===== src/rtl/fixed_point_div.sv =====
// fixed_point_div: sequential signed Q(WIDTH-FRAC).FRAC divider.
// Restoring division on magnitudes, one quotient bit per clock (WIDTH+FRAC
// iterations). The result is truncated toward zero and saturated to the
// signed WIDTH-bit range.
//
// Ports:
//   clk, rst_n         clock, async active-low reset
//   start, a, b        request and operands, accepted only while ready=1
//   ready              idle, can accept a request
//   out                signed quotient, held between done pulses
//   done               one-cycle pulse when out/flags update
//   overflow           quotient saturated (also set on divide-by-zero)
//   div_by_zero        divisor was zero
module fixed_point_div #(
  parameter int WIDTH = 32,
  parameter int FRAC  = 16
) (
  input  logic             clk,
  input  logic             rst_n,
  input  logic             start,
  input  logic [WIDTH-1:0] a,
  input  logic [WIDTH-1:0] b,
  output logic             ready,
  output logic [WIDTH-1:0] out,
  output logic             done,
  output logic             overflow,
  output logic             div_by_zero
);

  localparam int DW = WIDTH + FRAC;   // dividend / quotient width
  localparam int CW = $clog2(DW);

  typedef enum logic [1:0] {IDLE, CALC, FINISH} state_t;

  // Saturation limits as magnitudes in the quotient's width.
  localparam logic [DW-1:0] MAG_POS = {{FRAC{1'b0}}, 1'b0, {(WIDTH-1){1'b1}}};
  localparam logic [DW-1:0] MAG_NEG = {{FRAC{1'b0}}, 1'b1, {(WIDTH-1){1'b0}}};
  localparam logic [WIDTH-1:0] OUT_MAX = {1'b0, {(WIDTH-1){1'b1}}};
  localparam logic [WIDTH-1:0] OUT_MIN = {1'b1, {(WIDTH-1){1'b0}}};

  state_t           state, state_n;
  logic             sign, a_neg, b_zero;
  logic [WIDTH-1:0] b_mag;
  logic [DW-1:0]    dvd, quo;
  logic [WIDTH:0]   rem;
  logic [CW-1:0]    cnt;

  logic [WIDTH-1:0] a_mag_in, b_mag_in;
  logic [WIDTH:0]   rem_sh, rem_sub;
  logic             rem_ge;
  logic [WIDTH-1:0] res;
  logic             res_ov;

  assign ready = (state == IDLE);

  // Unsigned magnitudes: the most negative value maps to 2^(WIDTH-1) exactly.
  assign a_mag_in = a[WIDTH-1] ? (~a + 1'b1) : a;
  assign b_mag_in = b[WIDTH-1] ? (~b + 1'b1) : b;

  // The remainder always stays below |b| <= 2^(WIDTH-1), so the shift into
  // WIDTH+1 bits never loses a set bit.
  assign rem_sh  = (rem << 1) | {{WIDTH{1'b0}}, dvd[DW-1]};
  assign rem_ge  = (rem_sh >= {1'b0, b_mag});
  assign rem_sub = rem_sh - {1'b0, b_mag};

  // Result selection from the finished magnitude.
  always_comb begin
    res    = quo[WIDTH-1:0];
    res_ov = 1'b0;
    if (b_zero) begin
      res    = a_neg ? OUT_MIN : OUT_MAX;
      res_ov = 1'b1;
    end else if (!sign && (quo > MAG_POS)) begin
      res    = OUT_MAX;
      res_ov = 1'b1;
    end else if (sign && (quo > MAG_NEG)) begin
      res    = OUT_MIN;
      res_ov = 1'b1;
    end else if (sign) begin
      res    = ~quo[WIDTH-1:0] + 1'b1;
    end
  end

  always_ff @(posedge clk or negedge rst_n) begin
    if (!rst_n) state <= IDLE;
    else        state <= state_n;
  end

  always_comb begin
    state_n = state;
    case (state)
      IDLE:    if (start) state_n = CALC;
      CALC:    if (cnt == CW'(DW-1)) state_n = FINISH;
      FINISH:  state_n = IDLE;
      default: state_n = IDLE;
    endcase
  end

  always_ff @(posedge clk or negedge rst_n) begin
    if (!rst_n) begin
      sign        <= 1'b0;
      a_neg       <= 1'b0;
      b_zero      <= 1'b0;
      b_mag       <= '0;
      dvd         <= '0;
      quo         <= '0;
      rem         <= '0;
      cnt         <= '0;
      out         <= '0;
      done        <= 1'b0;
      overflow    <= 1'b0;
      div_by_zero <= 1'b0;
    end else begin
      done <= (state == FINISH);
      case (state)
        IDLE: if (start) begin
          sign   <= a[WIDTH-1] ^ b[WIDTH-1];
          a_neg  <= a[WIDTH-1];
          b_zero <= (b == '0);
          b_mag  <= b_mag_in;
          dvd    <= {a_mag_in, {FRAC{1'b0}}};
          quo    <= '0;
          rem    <= '0;
          cnt    <= '0;
        end
        CALC: begin
          dvd <= dvd << 1;
          rem <= rem_ge ? rem_sub : rem_sh;
          quo <= {quo[DW-2:0], rem_ge};
          cnt <= cnt + 1'b1;
        end
        FINISH: begin
          out         <= res;
          overflow    <= res_ov;
          div_by_zero <= b_zero;
        end
        default: ;
      endcase
    end
  end

endmodule


===== config.mk =====
export PLATFORM = sky130hd
export DESIGN_NAME = fixed_point_div
export DESIGN_NICKNAME = d
export VERILOG_FILES = /design/src/rtl/fixed_point_div.sv
export SDC_FILE = /design/constraint.sdc
export NUM_CORES = 1
export LEC_CHECK = 0
export CORE_ASPECT_RATIO = 0.5
export CORE_UTILIZATION = 54
export CTS_BUF_LIST = sky130_fd_sc_hd__clkbuf_4 sky130_fd_sc_hd__clkbuf_8
export CTS_CLUSTER_DIAMETER = 50
export DETAILED_ROUTE_END_ITERATION = 7
export PLACE_DENSITY = 0.85
export RECOVER_POWER = 50
export REMOVE_ABC_BUFFERS = 1
export SYNTH_ARGS = -nofsm -noshare
export SYNTH_HDL_FRONTEND = slang
export SYNTH_SLANG_ARGS = --single-unit

===== constraint.sdc =====
create_clock -name clk -period 3.1 [get_ports clk]
set_input_delay 0.62 -clock clk [delete_from_list [all_inputs] [get_ports clk]]
set_output_delay 0.62 -clock clk [all_outputs]
set_load 0.05 [all_outputs]

# After elaboration in Yosys (flattened, before gate mapping)
# Cells that the tools add are included.
# word_totals
reg_bits	206
elab_cells	62
# classes
addsub	5
magnitude_cmp	3
eq_ne	5
n_mux	22
bitwise_logic	5
n_reduce_logical	9
# ops
op	count
32-bit two-way mux	9
48-bit one-hot mux with 2 select lines	2
32-bit by 1-bit adder with 32-bit output, second input constant	3
48-bit two-way mux	2
32-bit NOT	3
32-bit one-hot mux with 2 select lines	1
48-bit by 31-bit > comparator with 1-bit output, second input constant	1
48-bit by 32-bit > comparator with 1-bit output, second input constant	1
33-bit by 32-bit >= comparator with 1-bit output	1
33-bit by 1-bit bitwise OR with 33-bit output	1
32-bit logical NOT	1
32-bit subtractor	1
6-bit one-hot mux with 2 select lines	1
6-bit by 1-bit adder with 6-bit output, second input constant	1
6-bit equality test, second input constant	1
6-bit two-way mux	1
2-bit AND reduction	3
2-bit two-way mux	2
2-bit != test, second input constant	2
2-bit one-hot mux with 2 select lines	1
1-bit two-way mux	3
2-bit by 1-bit equality test with 1-bit output, second input constant	1
2-bit equality test, second input constant	1
1-bit logical AND	2
4 further kinds	4

# Logic depth before layout (Yosys ltp)
# Gate-level depths: netlist of run 1.
# depth
ltp_word	6
mapped_depth	13

# Worst setup path after synthesis of run 1
# Ideal clock, no wire load.
# synth_timing
path_kind	input port to flip-flop
startpoint	input a[4]
endpoint	register dvd[44]
arrival_time_ps	3216
setup_slack_ps	-247
cell_stages	9
path_cell_list	or4_4 > or4_4 > nor2_4 > nand3_2 > or4_4 > or4_4 > o31ai_2 > xor2_1 > o21ai_1
# synth_via
elab_chain_len	5
# synth_lines
item	line_no	source
start, declared	21	input logic [WIDTH-1:0] a,
32-bit NOT	57	assign a_mag_in = a[WIDTH-1] ? (~a + 1'b1) : a;
32-bit by 1-bit adder with 32-bit output	57	
32-bit two-way mux	57	
48-bit two-way mux	116	IDLE: if (start) begin
48-bit one-hot mux with 2 select lines	115	case (state)
end signal, assigned	121	dvd <= {a_mag_in, {FRAC{1'b0}}};
end signal, assigned	127	dvd <= dvd << 1;
end, declared	44	logic [DW-1:0] dvd, quo;
# Every way passes these cells. The select of a mux whose other input is x is not followed.
# A chain may end at the register's enable or synchronous reset.

# Final worst setup path of run 1
# layout_timing
startpoint	register b_mag[0]
endpoint	register rem[1]
# layout_via
elab_chain_len	3
word_cells_on_any_way	4
classes_between	1 x add/sub; 1 x order compare; 2 x mux
# layout_lines
item	line_no	source
start, declared	43	logic [WIDTH-1:0] b_mag;
start signal, assigned	120	b_mag <= b_mag_in;
32-bit subtractor or 33-bit by 32-bit >= comparator with 1-bit output (tied branches)	64, 63	
32-bit two-way mux *	128	rem <= rem_ge ? rem_sub : rem_sh;
32-bit one-hot mux with 2 select lines *	115	
end signal, assigned	128	
end, declared	45	logic [WIDTH:0] rem;
# Mark *: on every way between the ends. The rest lies on a longest branch, timed or not.

==> impl_metrics.ini, run 1 <==
[cts]
h_tree_levels = 4
clockBufferDepth = 2
tritoncts = built
clk-insertion-delay-late_ns = 0.49
cts.sink_count = 190
root_buffer = clkbuf_8
clkSlewWorstSetupHoldPaths_ns = 0.11
cts_buffers = 17
ctsHoldBuffers = 0

[critical_path]
timing.critical_path.max_delay_family = compound AO/OA/AOI/OAI gates
critical_path.startpoint_type = flop
crit_type = flop to flop
cp_data_arrival_time_ns = 3.44
timing.critical_path.from = b_mag[0]$_DFFE_PN0P_
worst-path-max-fanout = 5
worst_path_largest_cell_delay_ns = 0.42
number_of_buffers_and_inverters_on_the_critical_path = 2
worstPathCellList = ha_1 > nand2b_1 > a21oi_2 > o211ai_1 > a21oi_2 > o311ai_2 > buf_4 > o211a_4 > o21ai_4 > buf_6 > mux2_2 > o21ai_0
critPathSlowestCell = dfrtp_1
critPathMostFrequentCell = a21oi_2
regToRegStartpoint = b_mag[0]$_DFFE_PN0P_
worstSetupEndpointType = flop
worstPathRequired_ns = 3.48

[floorplan]
num_io_pins = 103
fp.dieArea_um2 = 21610
rows = 37
initial_standard_cell_utilization_of_the_core_pct = 55.16
core_area_um2 = 20550
die-width_um = 206.9
die_height_um = 104.5

[hold_path]
worstHoldStart = out[1]$_DFFE_PN0P_
type_of_the_tightest_min_delay_check = flop to flop

[yosys]
async_reset_ff_share_pct = 100.0
synth.cell_area_um2 = 11340
synth_largest_type_area_fraction_pct = 41.94
synth_area_per_cell_um2 = 8.674
synth.top_cells.by_area = dfrtp_1, o21ai_0, xor2_1, nand2_1, ha_1
synth_largest_area_cell = dfrtp_1
post-synth-top-count-cell = o21ai_0
ys_dominant_reg_cell = dfrtp_1
synth_cell_type_count = 62
netlist_top_cells_count = o21ai_0, nand2_1, dfrtp_1
synthCells = 1307
synth-seq-area-share_pct = 41.94
synth-edff-count = 0
synthesis.yosys.warnings = 0
synth_seq_cells = 190

[pwr]
sw_frac_of_total_pct = 25.37
power.leakage_uw = 0.006131
peakVddDrop_uv = 208.3
power_report.internal_total_uw = 3399
switching_power_uw = 1155
power-per-cell-area_nw_per_um2 = 322.7
share_comb_of_total_power_pct = 7.1
pwr-share-clk_pct = 38.5
pwr-share-seq_pct = 54.4

[grt]
grt_max_degree = 73
grt_pass1_wl_um = 48770
grt_pass1_vias = 10150
grt_antenna_before_repair = 0
grt_overflow = 0
grtUsageTotal_pct = 27.81

[timing]
fin_worst_skew_ns = 0.02343
timing.max_slew.rel_slack_pct = -18.04
max_clock_freq_mhz = 326.8
worst_pin_slew_ns = 1.771
finalSetupViolations = 0
period_share_pct = 98.71
maxSlewViolCount = 73
count_of_endpoints_failing_hold_in_the_final_timing_report = 0
final_period_minus_worst_setup_slack_ns = 3.060

[final_layout]
multi_input_comb_area_um2 = 6464
final-instance-count-excl-fill = 1757
area_delta_synth_final_pct = 24.48
diodes = 0
layout.core_utilization_pct = 68.66
fin_nets = 1575
fin_area_um2 = 14110
layout-drive-gt1-share_pct = 15.70
register_area_um2 = 4755
nFillCells = 1550

[place]
portBuffers = 102
gp_congestion = 0.9254
hpwl_um = 20080
dpl_cell_area_um2 = 13250
numPlacedInstances = 1710

[detailed_routing]
drt.antenna.violating_nets = 0
route.vias.total = 10410
vias_per_cell = 5.925
drtIter0Drc = 1058
post_drt_wl_per_cell_um = 16.78
drt-pass1-iter-count = 8
drcViolationCount = 7
finalWirelength_um = 29490

[flow_run]
drv.max_cap_violation_count = 1

[outcome]
failing_checks = design-rule violations, max-capacitance violations, max-slew violations
outcome = complete, but fails checks
[final timing paths]
check / endpoint / slack [ns] / depth (start not counted)
hold / removal: out[1]$_DFFE_PN0P_ / 0.49 / 2
min in group asynchronous: out[11]$_DFFE_PN0P_ / 0.61 / 1
hold reg to reg: out[1]$_DFFE_PN0P_ / 0.49 / 2
setup reg to reg: rem[1]$_DFFE_PN0P_ / 0.04 / 12
setup / recovery: rem[1]$_DFFE_PN0P_ / 0.04 / 12
max in group asynchronous: rem[4]$_DFFE_PN0P_ / 0.66 / 2
[logic make-up (layout without fill, tap and decap cells)]
group           after synthesis  in the layout  synth area share [%]
compound gates              421            422                 21.80
xor+xnor                    116            116                 8.962
fa+ha+maj                    37             37                 4.150
buf+inv                     126            302                 4.205
flops                       190            190                 41.94
mux                          29             29                 2.582
simple gates                388            388                 16.37
[registers in the layout, indices dropped and copies added, names as in the netlist]
| name | count |
|---|---|
| div_by_zero | 1 |
| cnt | 6 |
| out | 32 |
| state | 2 |
| b_mag | 32 |
| a_neg | 1 |
| dvd | 32 |
| b_zero | 1 |
| rem | 32 |
| quo | 48 |
| sign | 1 |
| overflow | 1 |
| done | 1 |
[per-stage QoR]
| step | hold WS, ns | setup WS, ns | total power (µW) | setup TNS, ns |
|---|---|---|---|---|
| floorplan | 0.3244 | -2.843 | 2610 | -188.45 |
| global placement | 0.4493 | -0.7119 | 2831 | -11.97 |
| detailed placement | 0.4737 | -0.8130 | 2844 | -17.22 |
| CTS | 0.1572 | -0.1913 | 4566 | -0.9521 |
| global route | 0.5132 | -0.04382 | 4702 | -0.2096 |
| finish | 0.4915 | 0.04014 | 4554 | 0 |
[final cells by class]
cell class                      count  share of cell area, %
Inverter                           52                  1.383
Tap cell                          273                  2.420
Multi-Input combinational cell    992                  45.80
Timing Repair Buffer              218                  13.72
Clock inverter                     14                  1.224
Sequential cell                   190                  33.69
Clock buffer                       18                  1.755
[cells in the final DEF, fill, tap and decap left out, drive strengths merged, types with 12 or more instances in the layout]
cell           synthesis  layout
nand3                 25      25
dfrtp                190     190
nor2                  30      30
ha                    36      36
mux2i                 27      27
or3                   16      16
a22oi                 23      23
buf                   11     112
nand2b                14      14
o21ai                228     229
o31ai                 27      27
o41ai                 16      16
clkdlybuf4s50          0      88
a21oi                 74      74
xor2                  96      96
xnor2                 20      20
and3                  12      12
inv                   52      59
clkbuf                63      26
nand2                215     215
or4                   20      20
[power groups by stage]
| stage | clock (µW) | combinational [µW] | sequential (µW) |
|---|---|---|---|
| 6_report | 1750 | 323 | 2480 |
| 5_1_grt | 1870 | 355 | 2480 |
| 4_1_cts | 1770 | 324 | 2480 |
| 3_5_place_dp | 0 | 319 | 2530 |
| 3_3_place_gp | 0 | 306 | 2530 |
| 2_1_floorplan | 0 | 84.3 | 2530 |
[tightest hold or removal path, delay by kind of cell, from the launching register on]
kind             cells  cell delay (ns)
DFF                  1             0.36
and+or+nand+nor      2             0.10
[timing repair]
item                                    4_1_cts  5_1_grt
buffers inserted                              6        4
cloned                                        5        0
pin swaps                                    46       21
endpoints found under the setup margin       74       76
gates resized for setup                      96       43
[routing by layer]
layer	wire (µm)	track usage (%)	vias to the layer above
met5	0	0	-
met2	14390	46.71	295
met1	13250	37.33	5101
met4	628	7.977	0
met3	1218	3.947	58
li1	-	-	4957
Power figures use the tool's default switching activity.
==> inputs of run 2 (changes only) <==
==> constraint.sdc (replaced) <==
create_clock -name clk -period 3.1 [get_ports clk]
set_input_delay 0.62 -clock clk [delete_from_list [all_inputs] [get_ports clk]]
set_output_delay 0.62 -clock clk [all_outputs]
set_load 0.1 [all_outputs]
==> run 2 against run 1 <==
Effect of this change:
- the run ends with design-rule violations, max-capacitance violations, max-slew violations, negative setup slack left
- sequential share of layout area barely moved
- non-clock buffer count unchanged
- utilization barely moved
- critical path depth down 2
- total power is 0.70% lower
- critical path type unchanged
==> impl_metrics.ini, run 2 (synthesized netlist as in run 1, its figures left out) <==
[hold_path]
type_of_the_tightest_min_delay_check = primary input to asynchronous set/reset pin

[critical_path]
worst-path-max-fanout = 7
critical_path.startpoint_type = flop
worstSetupEndpointType = flop
worst_path_largest_cell_delay_ns = 0.55
worstPathCellList = or4_4 > or4_4 > or4_4 > nor2b_4 > nand2_2 > a21o_1 > and2_4 > nand2b_4 > clkbuf_16 > o21ai_2
critPathSlowestCell = or4_4
crit_type = flop to flop
critPathMostFrequentCell = or4_4
cp_data_arrival_time_ns = 3.52
worstPathRequired_ns = 3.52

[floorplan]
num_io_pins = 103
die-width_um = 206.9
die_height_um = 104.5
rows = 37
core_area_um2 = 20550
initial_standard_cell_utilization_of_the_core_pct = 55.16
fp.dieArea_um2 = 21610

[timing]
count_of_endpoints_failing_hold_in_the_final_timing_report = 0
final_period_minus_worst_setup_slack_ns = 3.103
period_share_pct = 100.1
worst_pin_slew_ns = 1.579
timing.max_slew.rel_slack_pct = -5.268
maxSlewViolCount = 59
fin_worst_skew_ns = 0.01721
finalSetupViolations = 1
fin_setup_tns_ns = -0.002962
worst_hold_slack_ns = 0.4869
final_critical_path_setup_slack_ns = -0.002962
grt_setup_unrepaired = yes
max_clock_freq_mhz = 322.3

[flow_run]
drv.max_cap_violation_count = 1

[grt]
grt_antenna_before_repair = 0
grt_overflow = 0
grt_max_degree = 65
grt_pass1_wl_um = 47960
grtUsageTotal_pct = 27.46
grt_pass1_vias = 10170

[final_layout]
diodes = 0
register_with_the_highest_flop_count = quo
layout_common_cells = nand2_1, o21ai_0, dfrtp_1
nFillCells = 1573
layout-drive-gt1-share_pct = 18.33
fin_nets = 1575
largest_reg_flops = 48
area_delta_synth_final_pct = 24.46
mostFrequentLayoutCell = nand2_1
layout.core_utilization_pct = 68.65

[cts]
clockBufferDepth = 2
cts_buffers = 17
h_tree_levels = 4
cts.sink_count = 190
clkSlewWorstSetupHoldPaths_ns = 0.10
ctsHoldBuffers = 0
tritoncts = built
root_buffer = clkbuf_8
clk-insertion-delay-late_ns = 0.50

[place]
portBuffers = 102
gp_congestion = 0.9168
hpwl_um = 20200

[detailed_routing]
drt-pass1-iter-count = 8
drcViolationCount = 8
route.vias.total = 10400
vias_per_cell = 5.920
drtIter0Drc = 817
finalWirelength_um = 29670
post_drt_wl_per_cell_um = 16.88
drt.antenna.violating_nets = 0

[outcome]
outcome = complete, but fails checks
failing_checks = design-rule violations, max-capacitance violations, max-slew violations, negative setup slack

[pwr]
power-per-cell-area_nw_per_um2 = 320.5
totalPowerFinal_uw = 4522
peakVddDrop_uv = 218.3
power.leakage_uw = 0.006208
[run 2: cell types whose count changed in the layout (fill, tap and decap cells not counted), moves of 3 or more]
cell | previous run | this run
buf_12 | 2 | 5
buf_4 | 99 | 131
clkbuf_2 | 7 | 3
clkbuf_1 | 1 | 4
inv_6 | 5 | 1
clkbuf_4 | 0 | 5
clkdlybuf4s50_1 | 88 | 53
[run 2: per-layer routing]
metal | vias to the layer above | part of all wire (%) | track usage [%]
li1 | 4952 | - | -
met1 | 5097 | 44 | 35.33
met2 | 298 | 50 | 47.38
met3 | 54 | 4.4 | 4.323
met4 | 0 | 1.7 | 8.238
met5 | - | 0 | 0
[run 2: report_power, final]
group | switching [µW] | internal [µW] | leakage, µW
Sequential | 0 | 2480 | 0.00246
Combinational | 170 | 155 | 0.00354
Clock | 913 | 808 | 0.000205
[run 2: final timing paths]
kind,start,end,slack (ns),cells after the start
min in group clk,dvd[39]$_DFFE_PN0P_,dvd[40]$_DFFE_PN0P_,0.49,2
max in group asynchronous,rst_n,quo[16]$_DFFE_PN0P_,0.86,2
hold / removal,rst_n,quo[12]$_DFFE_PN0P_,0.49,1
setup / recovery,quo[6]$_DFFE_PN0P_,out[29]$_DFFE_PN0P_,-0.003,10
setup reg to reg,quo[6]$_DFFE_PN0P_,out[29]$_DFFE_PN0P_,-0.003,10
hold reg to reg,dvd[39]$_DFFE_PN0P_,dvd[40]$_DFFE_PN0P_,0.49,2
[run 2: worst max-delay path, delay by kind of cell, from the launching register on]
kind	cells	cell delay, ns
flops	1	0.41
compound gates	2	0.33
buf+inv	1	0.21
simple gates	7	2.07
[run 2: per-stage QoR]
| step | cells | cell area (µm²) | setup WS, ns |
|---|---|---|---|
| after global routing | 1757 | 14110 | -0.07728 |
| after global placement | 1710 | 13160 | -0.7304 |
| final | 1757 | 14110 | -0.002962 |
| after detailed placement | 1710 | 13160 | -0.8391 |
| after floorplan | 1233 | 11060 | -2.843 |
| after CTS | 1751 | 13760 | -0.2056 |
[run 2: layout make-up]
cell class	count	area, µm²	area share (%)
clock inverter	8	106.4	0.7537
sequential	190	4755	33.70
tap	273	341.6	2.421
inverter	52	195.2	1.383
clock buffer	24	299.0	2.119
timing repair buffer	218	1893	13.42
multi-input combinational	992	6520	46.21
[run 2: repair_timing]
item,in CTS,in global routing
setup buffers,6,3
cloned,3,3
endpoints found under the setup margin,75,72
pin swaps,22,26
gates resized for setup,69,73
